--- config.mk ---
export PLATFORM = sky130hd
export DESIGN_NAME = joy_serial_responder_flat
export DESIGN_NICKNAME = d
export VERILOG_FILES = /design/src/rtl/joy_serial_responder_pkg.sv /design/src/rtl/joy_serial_responder_if.sv /design/src/rtl/joy_serial_responder_sync.sv /design/src/rtl/joy_serial_responder.sv /design/src/flat_wrapper.sv
export SDC_FILE = /design/constraint.sdc
export NUM_CORES = 1
export LEC_CHECK = 0
export CAP_MARGIN = 20
export CORE_ASPECT_RATIO = 0.7
export CORE_UTILIZATION = 35
export CTS_CLUSTER_DIAMETER = 30
export DETAILED_ROUTE_END_ITERATION = 12
export SLEW_MARGIN = 30
export SYNTH_ARGS = -nofsm -noshare
export SYNTH_HDL_FRONTEND = slang
export SYNTH_HIERARCHICAL = 1
export SYNTH_SLANG_ARGS = --single-unit
--- constraint.sdc ---
create_clock -name CLOCK_50 -period 2.2 [get_ports CLOCK_50]
set_clock_uncertainty 0.1 [all_clocks]
set_input_delay 0.44 -clock CLOCK_50 [delete_from_list [all_inputs] [get_ports CLOCK_50]]
set_output_delay 0.44 -clock CLOCK_50 [all_outputs]
set_load 0.01 [all_outputs]
--- src/rtl/joy_serial_responder_pkg.sv ---
// Shared types and constants for the joystick serial responder.
// Latency: n/a (declarations only).
// Backpressure: n/a.
package joy_serial_pkg;

    localparam int   JOY_WIDTH = 24;
    localparam int   CNT_W     = $clog2(JOY_WIDTH + 1);
    localparam logic FILL_DEF  = 1'b1;

    typedef enum logic [1:0] {
        IDLE,
        LOAD,
        SHIFT,
        DONE
    } state_t;

endpackage

--- src/rtl/joy_serial_responder_if.sv ---
// MCU-facing serial pins plus core-facing joystick word and status, bundled as one port.
// Latency: n/a (wires only).
// Backpressure: none; the MCU owns the shift timing.
interface joy_serial_responder_if;
    import joy_serial_pkg::*;

    logic                 XJOY_CLK;
    logic                 XJOY_LOAD_N;
    logic                 XJOY_DATA;
    logic [JOY_WIDTH-1:0] joy_state;
    logic                 joy_valid;
    logic                 frame_done;
    logic                 overrun;
    logic [CNT_W-1:0]     bit_cnt;

    modport master (
        output XJOY_CLK, XJOY_LOAD_N, joy_state, joy_valid,
        input  XJOY_DATA, frame_done, overrun, bit_cnt
    );

    modport slave (
        input  XJOY_CLK, XJOY_LOAD_N, joy_state, joy_valid,
        output XJOY_DATA, frame_done, overrun, bit_cnt
    );

endinterface

--- src/rtl/joy_serial_responder_sync.sv ---
// Synchronises one async MCU pin, then requires FILTER extra stable clocks before accepting a change.
// Latency: edge_o fires SYNC_STAGES+FILTER+1 clocks after the pin changes; level_o updates on that same edge.
// Backpressure: none; pulses shorter than FILTER+1 synchronised clocks are dropped.
module joy_sync_filter #(
    parameter int   SYNC_STAGES = 2,
    parameter int   FILTER      = 2,
    parameter logic RST_VAL     = 1'b0
) (
    input  logic clk,
    input  logic rst_n,
    input  logic async_i,
    output logic level_o,
    output logic edge_o
);

    localparam int FW = (FILTER < 1) ? 1 : $clog2(FILTER + 1);

    logic [SYNC_STAGES-1:0] sync_q;
    logic                   level_q;
    logic [FW-1:0]          cnt_q;
    logic                   sync_bit;
    logic                   accept;

    assign sync_bit = sync_q[SYNC_STAGES-1];
    // A change is taken once the synchronised value has differed for FILTER+1 consecutive clocks.
    assign accept   = (sync_bit != level_q) && (cnt_q == FW'(FILTER));

    // Metastability chain for the asynchronous pin.
    always_ff @(posedge clk or negedge rst_n) begin
        if (!rst_n) begin
            sync_q <= {SYNC_STAGES{RST_VAL}};
        end else begin
            sync_q <= {sync_q[SYNC_STAGES-2:0], async_i};
        end
    end

    // Stability counter: any return to the accepted level restarts the count.
    always_ff @(posedge clk or negedge rst_n) begin
        if (!rst_n) begin
            level_q <= RST_VAL;
            cnt_q   <= '0;
        end else if (sync_bit == level_q) begin
            cnt_q   <= '0;
        end else if (accept) begin
            level_q <= sync_bit;
            cnt_q   <= '0;
        end else begin
            cnt_q   <= cnt_q + FW'(1);
        end
    end

    // level_o still holds the old level during edge_o, so the caller can tell rise from fall.
    assign level_o = level_q;
    assign edge_o  = accept;

endmodule

--- src/rtl/joy_serial_responder.sv ---
// Emulates a 74HC165 chain on XJOY_DATA: load on LOAD_N low, shift MSB first on each XJOY_CLK rise.
// Latency: action SYNC_STAGES+FILTER+1 clocks after the MCU edge, XJOY_DATA one clock after that.
// Backpressure: none; shifts past the frame end drive FILL and set sticky overrun until the next load.
module joy_serial_responder
    import joy_serial_pkg::*;
#(
    parameter int   WIDTH       = JOY_WIDTH,
    parameter int   SYNC_STAGES = 2,
    parameter int   FILTER      = 2,
    parameter logic FILL        = FILL_DEF
) (
    input  logic                   CLOCK_50,
    input  logic                   RESET_N,
    joy_serial_responder_if.slave  jif
);

    state_t           state_q, state_d;
    logic [WIDTH-1:0] stage_q;
    logic [WIDTH-1:0] shreg_q, shreg_d;
    logic [CNT_W-1:0] cnt_q, cnt_d;
    logic             overrun_q, overrun_d;
    logic             frame_done_q, frame_done_d;
    logic             data_q;

    logic clk_level, clk_edge, load_level, load_edge;
    logic clk_rise, load_fall, load_rise;

    joy_sync_filter #(.SYNC_STAGES(SYNC_STAGES), .FILTER(FILTER), .RST_VAL(1'b0)) u_clk_sync (
        .clk     (CLOCK_50),
        .rst_n   (RESET_N),
        .async_i (jif.XJOY_CLK),
        .level_o (clk_level),
        .edge_o  (clk_edge)
    );

    joy_sync_filter #(.SYNC_STAGES(SYNC_STAGES), .FILTER(FILTER), .RST_VAL(1'b1)) u_load_sync (
        .clk     (CLOCK_50),
        .rst_n   (RESET_N),
        .async_i (jif.XJOY_LOAD_N),
        .level_o (load_level),
        .edge_o  (load_edge)
    );

    assign clk_rise  = clk_edge  & ~clk_level;
    assign load_fall = load_edge &  load_level;
    assign load_rise = load_edge & ~load_level;

    // Staging register holds the last word the core presented.
    always_ff @(posedge CLOCK_50 or negedge RESET_N) begin
        if (!RESET_N) begin
            stage_q <= {WIDTH{FILL}};
        end else if (jif.joy_valid) begin
            stage_q <= jif.joy_state;
        end
    end

    // Next state: loading dominates everything, including a coincident clock rise.
    always_comb begin
        state_d      = state_q;
        shreg_d      = shreg_q;
        cnt_d        = cnt_q;
        overrun_d    = overrun_q;
        frame_done_d = 1'b0;
        if (load_fall || (state_q == LOAD && !load_rise)) begin
            state_d   = LOAD;
            shreg_d   = jif.joy_valid ? jif.joy_state : stage_q;
            cnt_d     = '0;
            overrun_d = 1'b0;
        end else begin
            case (state_q)
                LOAD: state_d = SHIFT;
                SHIFT: begin
                    if (clk_rise) begin
                        shreg_d = {shreg_q[WIDTH-2:0], FILL};
                        cnt_d   = cnt_q + CNT_W'(1);
                        if (cnt_d == CNT_W'(WIDTH)) begin
                            state_d      = DONE;
                            frame_done_d = 1'b1;
                        end
                    end
                end
                DONE: begin
                    if (clk_rise) begin
                        overrun_d = 1'b1;
                    end
                end
                default: ;
            endcase
        end
    end

    // State, shift register, counters and the registered serial output.
    always_ff @(posedge CLOCK_50 or negedge RESET_N) begin
        if (!RESET_N) begin
            state_q      <= IDLE;
            shreg_q      <= {WIDTH{FILL}};
            cnt_q        <= '0;
            overrun_q    <= 1'b0;
            frame_done_q <= 1'b0;
            data_q       <= FILL;
        end else begin
            state_q      <= state_d;
            shreg_q      <= shreg_d;
            cnt_q        <= cnt_d;
            overrun_q    <= overrun_d;
            frame_done_q <= frame_done_d;
            data_q       <= (state_q == LOAD || state_q == SHIFT) ? shreg_q[WIDTH-1] : FILL;
        end
    end

    assign jif.XJOY_DATA  = data_q;
    assign jif.frame_done = frame_done_q;
    assign jif.overrun    = overrun_q;
    assign jif.bit_cnt    = cnt_q;

endmodule

--- src/flat_wrapper.sv ---
// flat-port wrapper written by rule: the top's interface ports become plain ports
module joy_serial_responder_flat import joy_serial_pkg::*;
#(
    parameter int   WIDTH       = JOY_WIDTH,
    parameter int   SYNC_STAGES = 2,
    parameter int   FILTER      = 2,
    parameter logic FILL        = FILL_DEF
)
  (CLOCK_50, RESET_N, jif_XJOY_CLK, jif_XJOY_LOAD_N, jif_joy_state, jif_joy_valid, jif_XJOY_DATA, jif_frame_done, jif_overrun, jif_bit_cnt);
  joy_serial_responder_if jif_i ();
  input  logic CLOCK_50;
  input  logic RESET_N;
  input wire logic [$bits(jif_i.XJOY_CLK)-1:0] jif_XJOY_CLK;
  input wire logic [$bits(jif_i.XJOY_LOAD_N)-1:0] jif_XJOY_LOAD_N;
  input wire logic [$bits(jif_i.joy_state)-1:0] jif_joy_state;
  input wire logic [$bits(jif_i.joy_valid)-1:0] jif_joy_valid;
  output wire logic [$bits(jif_i.XJOY_DATA)-1:0] jif_XJOY_DATA;
  output wire logic [$bits(jif_i.frame_done)-1:0] jif_frame_done;
  output wire logic [$bits(jif_i.overrun)-1:0] jif_overrun;
  output wire logic [$bits(jif_i.bit_cnt)-1:0] jif_bit_cnt;
  assign jif_i.XJOY_CLK = jif_XJOY_CLK;
  assign jif_i.XJOY_LOAD_N = jif_XJOY_LOAD_N;
  assign jif_i.joy_state = jif_joy_state;
  assign jif_i.joy_valid = jif_joy_valid;
  assign jif_XJOY_DATA = jif_i.XJOY_DATA;
  assign jif_frame_done = jif_i.frame_done;
  assign jif_overrun = jif_i.overrun;
  assign jif_bit_cnt = jif_i.bit_cnt;
  joy_serial_responder #(.WIDTH(WIDTH), .SYNC_STAGES(SYNC_STAGES), .FILTER(FILTER), .FILL(FILL)) u_core (.CLOCK_50(CLOCK_50), .RESET_N(RESET_N), .jif(jif_i));
endmodule
* Yosys cells after proc, flatten, opt, wreduce, memory -nomap -nowiden
Cells that the tools add are included.
Cells by class: multiplexer cells 23, bitwise gates (word level) 7, add/sub/neg operators 3, reduce and logical (&&, ||, !) cells 15, equal/unequal tests 12
Operators with widths (number):
- two-way mux 24 bit | 4
- two-way mux 5 bit | 3
- two-way mux 2 bit | 7
- == test 2 bit, second input constant | 4
- two-way mux 1 bit | 8
- AND reduction 2 bit | 4
- != test 3 x 1 -> 1 bit, second input constant | 2
- nonzero test 2 bit | 3
- adder 5 x 1 -> 5 bit, second input constant | 1
- == test 5 bit, second input constant | 1
- adder 2 x 1 -> 2 bit, second input constant | 2
- NOT 1 bit | 4
- one-hot mux 2 bit (2 select lines) | 1
- bitwise AND 1 bit | 3
- logical AND 1 bit | 3
- AND reduction 3 bit | 1
- nonzero test 3 bit | 1
- == test 1 bit | 2
- == test 2 x 1 -> 1 bit, second input constant | 1
- logical OR 1 bit | 2
- != test 1 bit | 2
- zero test 1 bit | 1
Storage, ports and cells: register bits 68

* Longest topological paths before layout
depth in word-level cells 8, depth in mapped cells 8

* Hierarchy
Netlist, hierarchy kept.
Modules (own cells, without submodules):
- joy_serial_responder | cells each 236, instances 1, seq. area each 1512.7 µm², area each 2570.0 µm²
- joy_sync_filter at u_core.u_load_sync | cells each 11, instances 1, seq. area each 128.9 µm², area each 185.2 µm²
- joy_sync_filter at u_core.u_clk_sync | cells each 11, instances 1, seq. area each 125.1 µm², area each 181.4 µm²

* Worst setup path before layout
No wires, ideal clock.
path kind register to register, start point reg u_core.u_load_sync.level_q, in the netlist u_core/u_load_sync/level_o, end point reg u_core.frame_done_q, in the netlist u_core/jif.frame_done, arrival time 1512 ps, path buffers 2, clock period less this slack 1732 ps, slack 468 ps, cell stages (with the launch flop) 8, cells stage by stage dfstp_2 xnor2_1 nor2b_1 nand2_1 o21a_1 buf_2 buf_2 and3_1
Between the ends: longest elaborated chain between the ends 7, elaborated cells between the ends (all ways) 9
RTL lines:
- start: declaration | line joy_serial_responder_sync.sv:19 | logic level_q;
- start signal: assignment | line joy_serial_responder_sync.sv:45 | level_q <= sync_bit;
- != test 1 bit * | line joy_serial_responder_sync.sv:26 | assign accept = (sync_bit != level_q) && (cnt_q == FW'(FILTER));
- logical AND 1 bit * | line joy_serial_responder_sync.sv:26
- via u_core.load_edge | line joy_serial_responder.sv:25 | logic clk_level, clk_edge, load_level, load_edge;
- bitwise AND 1 bit | line joy_serial_responder.sv:46 | assign load_rise = load_edge & ~load_level;
- zero test 1 bit | line joy_serial_responder.sv:64 | if (load_fall || (state_q == LOAD && !load_rise)) begin
- logical AND 1 bit | line joy_serial_responder.sv:64
- logical OR 1 bit * | line joy_serial_responder.sv:64
- two-way mux 1 bit * | line joy_serial_responder.sv:64
- via u_core.frame_done_d | line joy_serial_responder.sv:22 | logic frame_done_q, frame_done_d;
- end signal: assignment | line joy_serial_responder.sv:106 | frame_done_q <= frame_done_d;
- end: declaration | line joy_serial_responder.sv:22
Mark *: on every way through the listed nets, which the timed path passes. The rest lies on a longest branch. A chain may end at the register's enable or synchronous reset.

* Worst setup path in the final report
start point reg u_core.u_load_sync.level_q, in the netlist u_core/u_load_sync/level_o, end point reg u_core.state_q[0]
Between the ends: longest elaborated chain between the ends 8, elaborated cells between the ends (all ways) 13
RTL lines:
- != test 1 bit * | line joy_serial_responder_sync.sv:26
- logical AND 1 bit * | line joy_serial_responder_sync.sv:26
- via u_core.load_edge | line joy_serial_responder.sv:25
- bitwise AND 1 bit | line joy_serial_responder.sv:46
- zero test 1 bit | line joy_serial_responder.sv:64
- logical AND 1 bit | line joy_serial_responder.sv:64
- logical OR 1 bit * | line joy_serial_responder.sv:64
- != test 3 x 1 -> 1 bit (no line) / nonzero test 3 bit (equally long branches)
- AND reduction 3 bit (no line)
- end signal: assignment | line joy_serial_responder.sv:102 | state_q <= state_d;
- end: declaration | line joy_serial_responder.sv:17 | state_t state_q, state_d;
Marked as above.

==> results.toml <==
[sta]
fin_ws_ns = 0.243
tns_ns = 0
period_needed_ns = 1.96
rsz0062_at_grt = "false"
finalCritPeriodShare_pct = 88.9
slew_viol_final = 0
fmax_ghz = 0.511
hold_viol_final = 0
relSlewSlack_pct = 67.3
setup_violations = 0
worstMarginPinSlew_ns = 0.487

[status]
status = "finished with violations"
violations = "DRC"

[worst_setup_path]
critPathCaptureType = "flip-flop"
r2r_cells = 7
crit_fanout = 51
worstSetupPathType = "flip-flop to flip-flop"
slowest_delay_ns = 0.56
path_cells = "xnor2_1, nor2b_1, nand2_1, o21a_1, buf_12, a21oi_1, o31a_1"
critPathLaunchType = "flip-flop"
arrival_ns = 2.12
cp_slowest_cell = "dfstp_2"
cp.required_ns = 2.36

[finish]
final_cell_count_no_fill = 403
finalNetCount = 330
diodes = 0
layout_common_cells = "nand2_1 (55), dfstp_2 (52), clkdlybuf4s50_1 (35), nor2_1 (31), mux2_2 (24)"
drive_gt1_share_pct = 33.8
mostFrequentLayoutCell = "nand2_1"
fillCellCount = 731
stdcell_area_um2 = 3720
area_growth_pct = 26.6

[clock_network]
cts_hold_buffers = 0
cts_root_buffer = "clkbuf_16"
numCtsBuffers = 9
htree_num_levels = 3
post_cts_resized = 0
clock_latency_ns = 0.32
cts_tree = "done"
cts_setup_buffers = 0
cts_buffer_depth = 2
clock_sinks = 68
cts.reportedPaths.clkPinSlew_ns = 0.05

[global_routing]
grt-ovfl-total = 0
track_usage_pct = 14.1
grt_pass1_wl_um = 9420
grt_max_degree = 52
antenna_found_initial = 0
grt_pass1_vias = 1901

[detailed_routing]
drtAntennaViolNets = 0
routedWlPerCell_um = 13.7
drt_iter0_markers = 95
wl_um = 5520
via_count = 1903
first_pass_iters = 10
viasPerCell = 4.72
drc_errors = 1

[floorplanning]
coreArea_um2 = 8010
row_count = 27
io_pins = 37
die_x_um = 111
fp.dieArea_um2 = 8770
start_util_pct = 36.7
fp.dieH_um = 78.6

[pwr]
switchingPower_w = 0.00107
internal_power_w = 0.00317
leakagePower_nw = 1.53
p_seq_share_pct = 47.7
vdd_drop_max_mv = 0.424
pwr-share-comb_pct = 18.2
p_clk_share_pct = 34.1
powerDensity_nw_per_um2 = 1140
netSwitchingFraction_pct = 25.3
total_power_w = 0.00424

[synthesis]
yosysWarnings = 6
yosysSeqAreaShare_pct = 60.2
synthCells = 258
post_synth_num_cell_types = 33
syn_nets = 291
syn_area_um2 = 2940
avgSynthCellArea_um2 = 11.4
ys_ff_latch = 68

[placement]
portBuffers = 36
post-place-ws_ns = 0.309
place_inst = 387
placed_cell_area_um2 = 3410
place_hpwl_um = 3430
place.gp.congestion = 0.725

[hold_path]
hp-class = "input pin to asynchronous set/reset pin"

[job]
cap_violations = 0
## registers in the layout, summed over array words and instances, names as in the netlist, 2 cells and up
signal	count
u_core/shreg_q	24
u_core/stage_q	24
u_core/jif.bit_cnt	5
u_core/state_q	2
u_core/u_clk_sync/cnt_q	2
u_core/u_clk_sync/sync_q	2
u_core/u_load_sync/cnt_q	2
u_core/u_load_sync/sync_q	2
## cell usage after synthesis (all sizes together)
cell type  count  area share [%]
and3b          1            0.30
o31a           1            0.30
xnor2          3            0.89
clkbuf         2            0.26
nand3b         1            0.26
dfstp         52              47
nand4          2            0.43
inv            3            0.38
and3           1            0.21
o21ai          1            0.17
a21oi          5            0.85
nor3           2            0.34
buf           12             2.8
or2            1            0.21
nand4b         1            0.30
o21a           1            0.26
ha             4             1.7
nor3b          2            0.51
a31oi         23             4.9
nand3          1            0.17
mux2          26              10
or3b           1            0.30
dfrtp         16              14
nand2         55             7.0
nor4b          1            0.30
nor2          31             4.0
xor2           3            0.89
o311a          1            0.34
nor2b          5             1.6
## power by group through the flow
stage | clock, W | sequential (W) | combinational [W]
final | 0.00145 | 0.00202 | 0.000771
after global routing | 0.00155 | 0.00208 | 0.000872
after CTS | 0.00149 | 0.00202 | 0.000782
after detailed placement | 0 | 0.00203 | 0.000773
after global placement | 0 | 0.00203 | 0.000747
after floorplan | 0 | 0.00199 | 0.000560
## through the flow
| stage | util, % | hold slack, ns |
|---|---|---|
| 2_1_floorplan | - | 0.0444 |
| 3_3_place_gp | 42.6 | 0.243 |
| 3_5_place_dp | 42.6 | 0.237 |
| 4_1_cts | 46.4 | 0.120 |
| 5_1_grt | 46.4 | 0.125 |
| 6_report | 46.4 | 0.106 |
## logic make-up (layout without fill, tap and decap cells)
| logic type | Yosys count | in the layout | synth area share [%] |
|---|---|---|---|
| and+or+nand+nor | 105 | 105 | 15.9 |
| DFF | 68 | 68 | 60.2 |
| AOI/OAI and AO/OA | 32 | 32 | 6.82 |
| muxes | 26 | 26 | 10.2 |
| buffers and inverters | 17 | 61 | 3.41 |
| xor gates and xnor gates | 6 | 6 | 1.79 |
| adders and majority gates | 4 | 4 | 1.70 |
## worst paths after layout
check                                                            start  slack (ns)                                    end
worst max register to register  u_core/u_load_sync/level_o$_DFFE_PN1P_        0.24          u_core/state_q[0]$_DFFE_PN0P_
max in group asynchronous                                      RESET_N        1.52           u_core/stage_q[10]$_DFF_PN1_
worst max-delay path            u_core/u_load_sync/level_o$_DFFE_PN1P_        0.24          u_core/state_q[0]$_DFFE_PN0P_
min in group CLOCK_50            u_core/u_clk_sync/sync_q[0]$_DFF_PN0_        0.24  u_core/u_clk_sync/sync_q[1]$_DFF_PN0_
worst min register to register   u_core/u_clk_sync/sync_q[0]$_DFF_PN0_        0.24  u_core/u_clk_sync/sync_q[1]$_DFF_PN0_
worst min-delay path                                           RESET_N        0.11            u_core/stage_q[5]$_DFF_PN1_
## final cells by class
class                           count  area (um^2)  area share [%]
Clock buffer                       13          262            7.03
Clock inverter                      3         43.8            1.18
Inverter                            3         11.3           0.303
Multi-Input combinational cell    173         1070            28.8
Sequential cell                    68         1770            47.5
Tap cell                          101          126            3.40
Timing Repair Buffer               42          438            11.8
## critical path, delay by kind of cell (launching register included)
kind | cells | cell delay (ns)
flip-flops | 1 | 0.56
AND/OR/NAND/NOR | 2 | 0.47
AO/OA/AOI/OAI | 3 | 0.47
buffers and inverters | 1 | 0.19
XOR/XNOR | 1 | 0.11
## layer usage
| metal | up-vias | routed length [um] | global-route usage [%] |
|---|---|---|---|
| met5 | - | 0 | 0 |
| met3 | 6 | 314 | 5.95 |
| met2 | 50 | 2220 | 19.3 |
| li1 | 947 | - | - |
| met4 | 0 | 60 | 5.68 |
| met1 | 900 | 2930 | 19.4 |
(Power assumes the default switching activity.)
